==> src/rtl/sequence_detect_controller.sv <==
// ----------------------------------------------------------------------------
// sequence_detect_controller
//
// Serial pattern detector with a run controller. A pattern of 1..MAX_LEN bits
// is configured while idle; after start, every qualified input bit is shifted
// into a history register and compared against the pattern (overlapping
// matches count). Each match pulses `detected` and bumps `hit_cnt`; reaching a
// nonzero hit target completes the run with a `done` pulse.
//
// Optional feature: define SEQUENCE_DETECT_CONTROLLER_TIMEOUT_EN to build an
// 8-bit inactivity counter that ends an armed run after 255 edges without a
// qualified bit. Without it the `timeout` port is tied low.
//
// Ports
//   clk          clock, all logic on posedge
//   rst          synchronous active-high reset
//   cfg_valid    configuration offered
//   cfg_ready    high in IDLE; configuration accepted with cfg_valid
//   cfg_pattern  pattern, bit [len-1] received first, bit [0] last
//   cfg_len      pattern length (0 -> 1, >MAX_LEN -> MAX_LEN)
//   cfg_count    hits to complete a run, 0 = run until abort
//   start        arm detection (IDLE only)
//   abort        stop an armed run
//   a, a_valid   serial data bit and its qualifier
//   detected     one-cycle match pulse
//   busy         high while ARMED
//   done         one-cycle run-complete pulse
//   timeout      one-cycle timeout pulse
//   hit_cnt      matches in the current or last run
// ----------------------------------------------------------------------------
module sequence_detect_controller #(
    parameter int MAX_LEN = 8,
    parameter int CNT_W   = 8
) (
    input  logic               clk,
    input  logic               rst,
    input  logic               cfg_valid,
    output logic               cfg_ready,
    input  logic [MAX_LEN-1:0] cfg_pattern,
    input  logic [3:0]         cfg_len,
    input  logic [CNT_W-1:0]   cfg_count,
    input  logic               start,
    input  logic               abort,
    input  logic               a,
    input  logic               a_valid,
    output logic               detected,
    output logic               busy,
    output logic               done,
    output logic               timeout,
    output logic [CNT_W-1:0]   hit_cnt
);

    localparam int SEEN_W = $clog2(MAX_LEN + 1);

    typedef enum logic [1:0] {
        IDLE  = 2'd0,
        ARMED = 2'd1,
        DONE  = 2'd2
    } state_t;

    state_t             r_state, w_state_nxt;
    logic [MAX_LEN-1:0] r_pattern, w_pattern_nxt;
    logic [3:0]         r_len, w_len_nxt;
    logic [CNT_W-1:0]   r_count, w_count_nxt;
    logic [MAX_LEN-1:0] r_hist, w_hist_nxt;
    logic [SEEN_W-1:0]  r_seen, w_seen_nxt;
    logic [CNT_W-1:0]   r_hit, w_hit_nxt;
    logic               r_detected, w_detected_nxt;
    logic               r_done, w_done_nxt;

    logic [MAX_LEN-1:0] w_shift;
    logic [SEEN_W-1:0]  w_seen_inc;
    logic [CNT_W-1:0]   w_hit_inc;
    logic [MAX_LEN-1:0] w_mask;
    logic               w_match;

    // Length clamp: zero means a single bit, anything longer than the
    // history register is truncated to its full width.
    function automatic logic [3:0] clamp_len(input logic [3:0] len);
        if (len == 4'd0)
            return 4'd1;
        else if (int'(len) > MAX_LEN)
            return 4'(MAX_LEN);
        else
            return len;
    endfunction

    function automatic logic [CNT_W-1:0] sat_inc_hit(input logic [CNT_W-1:0] v);
        return (&v) ? v : v + CNT_W'(1);
    endfunction

    function automatic logic [SEEN_W-1:0] sat_inc_seen(input logic [SEEN_W-1:0] v);
        return (v == SEEN_W'(MAX_LEN)) ? v : v + SEEN_W'(1);
    endfunction

    assign w_shift    = {r_hist[MAX_LEN-2:0], a};
    assign w_seen_inc = sat_inc_seen(r_seen);
    assign w_hit_inc  = sat_inc_hit(r_hit);

    always_comb begin
        w_mask = '0;
        for (int i = 0; i < MAX_LEN; i++)
            w_mask[i] = (i < int'(r_len));
    end

    // Match is judged on the history as it will be after this bit is shifted
    // in, and only once enough bits have arrived to fill the pattern.
    assign w_match = (((w_shift ^ r_pattern) & w_mask) == '0) &&
                     (int'(w_seen_inc) >= int'(r_len));

`ifdef SEQUENCE_DETECT_CONTROLLER_TIMEOUT_EN
    logic [7:0] r_idle, w_idle_nxt;
    logic       r_timeout, w_timeout_nxt;
`endif

    always_comb begin
        w_state_nxt    = r_state;
        w_pattern_nxt  = r_pattern;
        w_len_nxt      = r_len;
        w_count_nxt    = r_count;
        w_hist_nxt     = r_hist;
        w_seen_nxt     = r_seen;
        w_hit_nxt      = r_hit;
        w_detected_nxt = 1'b0;
        w_done_nxt     = 1'b0;
`ifdef SEQUENCE_DETECT_CONTROLLER_TIMEOUT_EN
        w_idle_nxt     = r_idle;
        w_timeout_nxt  = 1'b0;
`endif
        case (r_state)
            IDLE: begin
                // A configuration write wins over a simultaneous start.
                if (cfg_valid) begin
                    w_pattern_nxt = cfg_pattern;
                    w_len_nxt     = clamp_len(cfg_len);
                    w_count_nxt   = cfg_count;
                end else if (start) begin
                    w_state_nxt = ARMED;
                    w_hit_nxt   = '0;
                    w_hist_nxt  = '0;
                    w_seen_nxt  = '0;
`ifdef SEQUENCE_DETECT_CONTROLLER_TIMEOUT_EN
                    w_idle_nxt  = '0;
`endif
                end
            end
            ARMED: begin
                // Abort discards the bit on this edge, even a completing one.
                if (abort) begin
                    w_state_nxt = IDLE;
                end else if (a_valid) begin
                    w_hist_nxt = w_shift;
                    w_seen_nxt = w_seen_inc;
`ifdef SEQUENCE_DETECT_CONTROLLER_TIMEOUT_EN
                    w_idle_nxt = '0;
`endif
                    if (w_match) begin
                        w_detected_nxt = 1'b1;
                        w_hit_nxt      = w_hit_inc;
                        if ((r_count != '0) && (w_hit_inc == r_count)) begin
                            w_done_nxt  = 1'b1;
                            w_state_nxt = DONE;
                        end
                    end
                end
`ifdef SEQUENCE_DETECT_CONTROLLER_TIMEOUT_EN
                else begin
                    w_idle_nxt = r_idle + 8'd1;
                    if (r_idle == 8'd254) begin
                        w_state_nxt   = IDLE;
                        w_timeout_nxt = 1'b1;
                    end
                end
`endif
            end
            DONE: begin
                w_state_nxt = IDLE;
            end
            default: begin
                w_state_nxt = IDLE;
            end
        endcase
    end

    always_ff @(posedge clk) begin
        if (rst)
            r_state <= IDLE;
        else
            r_state <= w_state_nxt;
    end

    always_ff @(posedge clk) begin
        if (rst) begin
            r_pattern  <= '0;
            r_len      <= 4'd1;
            r_count    <= '0;
            r_seen     <= '0;
            r_hit      <= '0;
            r_detected <= 1'b0;
            r_done     <= 1'b0;
        end else begin
            r_pattern  <= w_pattern_nxt;
            r_len      <= w_len_nxt;
            r_count    <= w_count_nxt;
            r_seen     <= w_seen_nxt;
            r_hit      <= w_hit_nxt;
            r_detected <= w_detected_nxt;
            r_done     <= w_done_nxt;
        end
    end

    // History is pure data; it is cleared on every start before it is used.
    always_ff @(posedge clk) begin
        r_hist <= w_hist_nxt;
    end

`ifdef SEQUENCE_DETECT_CONTROLLER_TIMEOUT_EN
    always_ff @(posedge clk) begin
        if (rst) begin
            r_idle    <= '0;
            r_timeout <= 1'b0;
        end else begin
            r_idle    <= w_idle_nxt;
            r_timeout <= w_timeout_nxt;
        end
    end
    assign timeout = r_timeout;
`else
    assign timeout = 1'b0;
`endif

    assign cfg_ready = (r_state == IDLE);
    assign busy      = (r_state == ARMED);
    assign detected  = r_detected;
    assign done      = r_done;
    assign hit_cnt   = r_hit;

endmodule

==> config.mk <==
export PLATFORM = sky130hd
export DESIGN_NAME = sequence_detect_controller
export DESIGN_NICKNAME = d
export VERILOG_FILES = /design/src/rtl/sequence_detect_controller.sv
export SDC_FILE = /design/constraint.sdc
export NUM_CORES = 1
export LEC_CHECK = 0
export CAP_MARGIN = 20
export CORE_ASPECT_RATIO = 1.75
export CORE_MARGIN = 2
export CORE_UTILIZATION = 42
export DETAILED_ROUTE_END_ITERATION = 8
export GPL_ROUTABILITY_DRIVEN = 0
export PLACE_DENSITY = 0.66
export SLEW_MARGIN = 20
export SYNTH_ARGS = -nofsm -noshare
export SYNTH_HDL_FRONTEND = slang
export SYNTH_SLANG_ARGS = --single-unit
==> constraint.sdc <==
create_clock -name clk -period 3.3 [get_ports clk]
set_input_delay 0.99 -clock clk [delete_from_list [all_inputs] [get_ports clk]]
set_output_delay 0.99 -clock clk [all_outputs]
set_load 0.05 [all_outputs]
==> out/results.txt <==
Ys Warns -> 0
Net switching power figure -> 292.9 uW
Combinational power share -> 15.1%
Clock-pin slew of the registers on the worst-case setup and hold paths -> 0.08 ns
Synth unique cells -> 51
Vias in the first global route -> 2037
XOR/XNOR Fraction of Synth Area -> 5.654%
Routed wire length -> 5.486 mm
Drc violations -> 0
Port Buffers -> 38
Largest net degree at the start of global routing -> 27
EDFF count, synth -> 7
Max rail drop VDD -> 359.8 uV
Status -> complete, no violations
Max Freq -> 357.1 MHz
CTS tree -> done
RSZ-0062 raised after global routing -> no
Grt ovf -> 0
Row count -> 35
Int Pwr -> 779.4 uW
GRT Total Usage -> 19.59%
Pwr per Cell Area -> 375.2 mW/mm2
# setup viols final -> 0
Hold path cells -> 2
Top_reg_cell synth -> dfxtp_1
Endpoints failing hold -> 0
Post-synthesis simple-gate area fraction -> 26.60%
Worst Setup Start Kind -> input port
DIE AREA -> 0.006166 mm2
Min cycle time layout -> 2.800 ns
Non-filler instance count after layout -> 393
Diodes inserted -> 0
Core area -> 0.005299 mm2
Die height -> 102.4 um
Post-synthesis compound-gate area fraction -> 18.09%
Slew Limit Fails -> 0
Max cap viols -> 0
First-pass GRT wire length -> 9.059 mm
Multiplexer share of the synthesized area -> 1.292%
Largest family of logic cells by synthesized area -> simple AND/OR/NAND/NOR gates
DRT iter0 DRCs -> 156
Arrival time at the worst endpoint -> 3.03 ns
Rel. slew slack -> 53.50%
Post-synth top area share -> 31.02%
Initial Util -> 43.85%
Seq/Total Area, Yosys -> 40.06%
Antenna violations before repair -> 0
Leakage -> 0.001033 uW
FF+latch count, synth -> 43
Mean routed wirelength per cell -> 13.96 um
WS Path Type -> input port to flop
I/O pin cnt -> 40
Ranking of synthesized cells by area -> dfxtp_1 (31%), edfxtp_1 (9.0%), nand2_1 (8.7%)
Sequential group share of total power -> 53.5%
R2R depth -> 12
Most numerous cell in the Yosys netlist -> nand2_1
Total negative slack -> 0 ns
Post-Syn Instances -> 281
DR vias -> 2072
Worst slew pin tran -> 0.6957 ns
Post-Syn Area per Cell -> 8.269 um2
Worst-skew pair later-pin latency -> 0.30 ns
Vias per std cell -> 5.272
Dominant cell type by area after synthesis -> dfxtp_1
Asr flop ratio synth -> 0%
Final ANT Viol Nets -> 0
DRT Pass-1 Iters -> 4
Hold Buf Count CTS -> 0
H-tree levels -> 2
Worst Hold Class -> flop to flop
Max Buffers Root-to-Sink -> 2
Clock Sinks -> 43
Die X -> 60.23 um
Hpwl dp -> 4.167 mm
Area growth from synthesis to layout -> 22.99%
Final worst path period share -> 84.86%
CP required -> 3.53 ns
Post-Synth Adder-Cell Area -> 3.770%
CTS buffer count -> 5
Most instantiated cells after synthesis -> nand2_1 (54), a21oi_1 (39), dfxtp_1 (36)
Root Driver -> clkbuf_8
Inst Count DP -> 385
Clk network pwr share -> 31.4%
Setup Skew -> 0.01608 ns
Worst Path Max Fanout -> 14
Share of cells above drive strength 1 -> 7.524%
Worst setup EP type -> flop
Syn_nets -> 315
Switching Fraction -> 27.31%
Post-cts sizing count -> 0
Nets -> 352
Post-CTS Setup Repair Bufs -> 0
Synthesized area -> 0.002323 mm2
## routing by layer
metal  share of wire, %  routed length, um  global-route usage, %  vias to the layer above
met3                2.7                147                  2.911                       16
met4                3.8                211                  10.60                        0
li1                   -                  -                      -                     1052
met5                  0                  0                      0                        -
met1                 38               2098                  19.78                      950
met2                 55               3028                  36.62                       54
## cell usage in the layout (no fill, tap or decap), types with 7 or more instances in the layout
| master | n |
|---|---|
| nor2_1 | 11 |
| xor2_1 | 8 |
| ha_1 | 7 |
| inv_1 | 9 |
| nand2_1 | 54 |
| and2_1 | 11 |
| nand3_1 | 7 |
| o21ai_0 | 11 |
| clkdlybuf4s50_1 | 38 |
| edfxtp_1 | 7 |
| a21oi_1 | 39 |
| dfxtp_1 | 36 |
| xnor2_1 | 7 |
## power by group through the flow
| stage | Clock (uW) | Sequential [uW] | Combinational (uW) |
|---|---|---|---|
| 4_1_cts | 346 | 574 | 165 |
| 2_1_floorplan | 0 | 580 | 104 |
| 3_5_place_dp | 0 | 586 | 164 |
| 5_1_grt | 367 | 577 | 179 |
| 3_3_place_gp | 0 | 586 | 162 |
| 6_report | 337 | 574 | 162 |
## worst max-delay path, stage by stage
cell and delay, ns:
clkdlybuf4s50_1 0.44, or3b_2 0.45, a21o_1 0.24, clkinv_1 0.08
nand2_1 0.09, nor3_4 0.42, a31oi_1 0.17, a21oi_1 0.14
## area by class of cell
cell class | instances | area (um2)
Fill cell | 520 | 2441
Clock buffer | 5 | 68.82
Inverter | 10 | 37.54
Tap cell | 74 | 92.59
Multi-Input combinational cell | 215 | 1291
Clock inverter | 3 | 18.77
Timing Repair Buffer | 43 | 417.9
Sequential cell | 43 | 930.9
## registers in the layout (all words and copies together), names as in the netlist
name and flops:
done 1, r_len 4, r_pattern 8, r_count 8, r_seen 4, detected 1
hit_cnt 8, r_state 2, r_hist 7
## per-stage QoR
stage / cell area [um2] / total power, uW / worst slack [ns] / hold WS, ns / util, %
global placement: 2770 / 747.7 / 0.2299 / 0.4562 / 52.28
CTS: 2858 / 1084 / 0.5213 / 0.4705 / 53.93
floorplan: 2323 / 683.8 / 0.6851 / 0.4481 / -
detailed placement: 2770 / 750.1 / 0.2192 / 0.4586 / 52.28
global route: 2858 / 1123 / 0.3106 / 0.4839 / 53.93
finish: 2858 / 1072 / 0.4996 / 0.4682 / 53.93
## cells by family after synthesis
family                     after synthesis
muxes                                    3
DFF                                     43
adders and majority gates                7
other                                    1
buffers and inverters                   23
AOI/OAI and AO/OA                       70
xor gates and xnor gates                15
and+or+nand+nor                        119
## final timing paths
| path | endpoint | slack, ns | startpoint |
|---|---|---|---|
| worst max-delay path | hit_cnt[5] | 0.50 | start |
| worst min-delay path | r_pattern[1] | 0.47 | r_pattern[1] |
| worst max register to register | done | 0.72 | r_seen[0] |
| worst min register to register | r_pattern[1] | 0.47 | r_pattern[1] |
No activity file was read; power rests on OpenSTA's default activity.
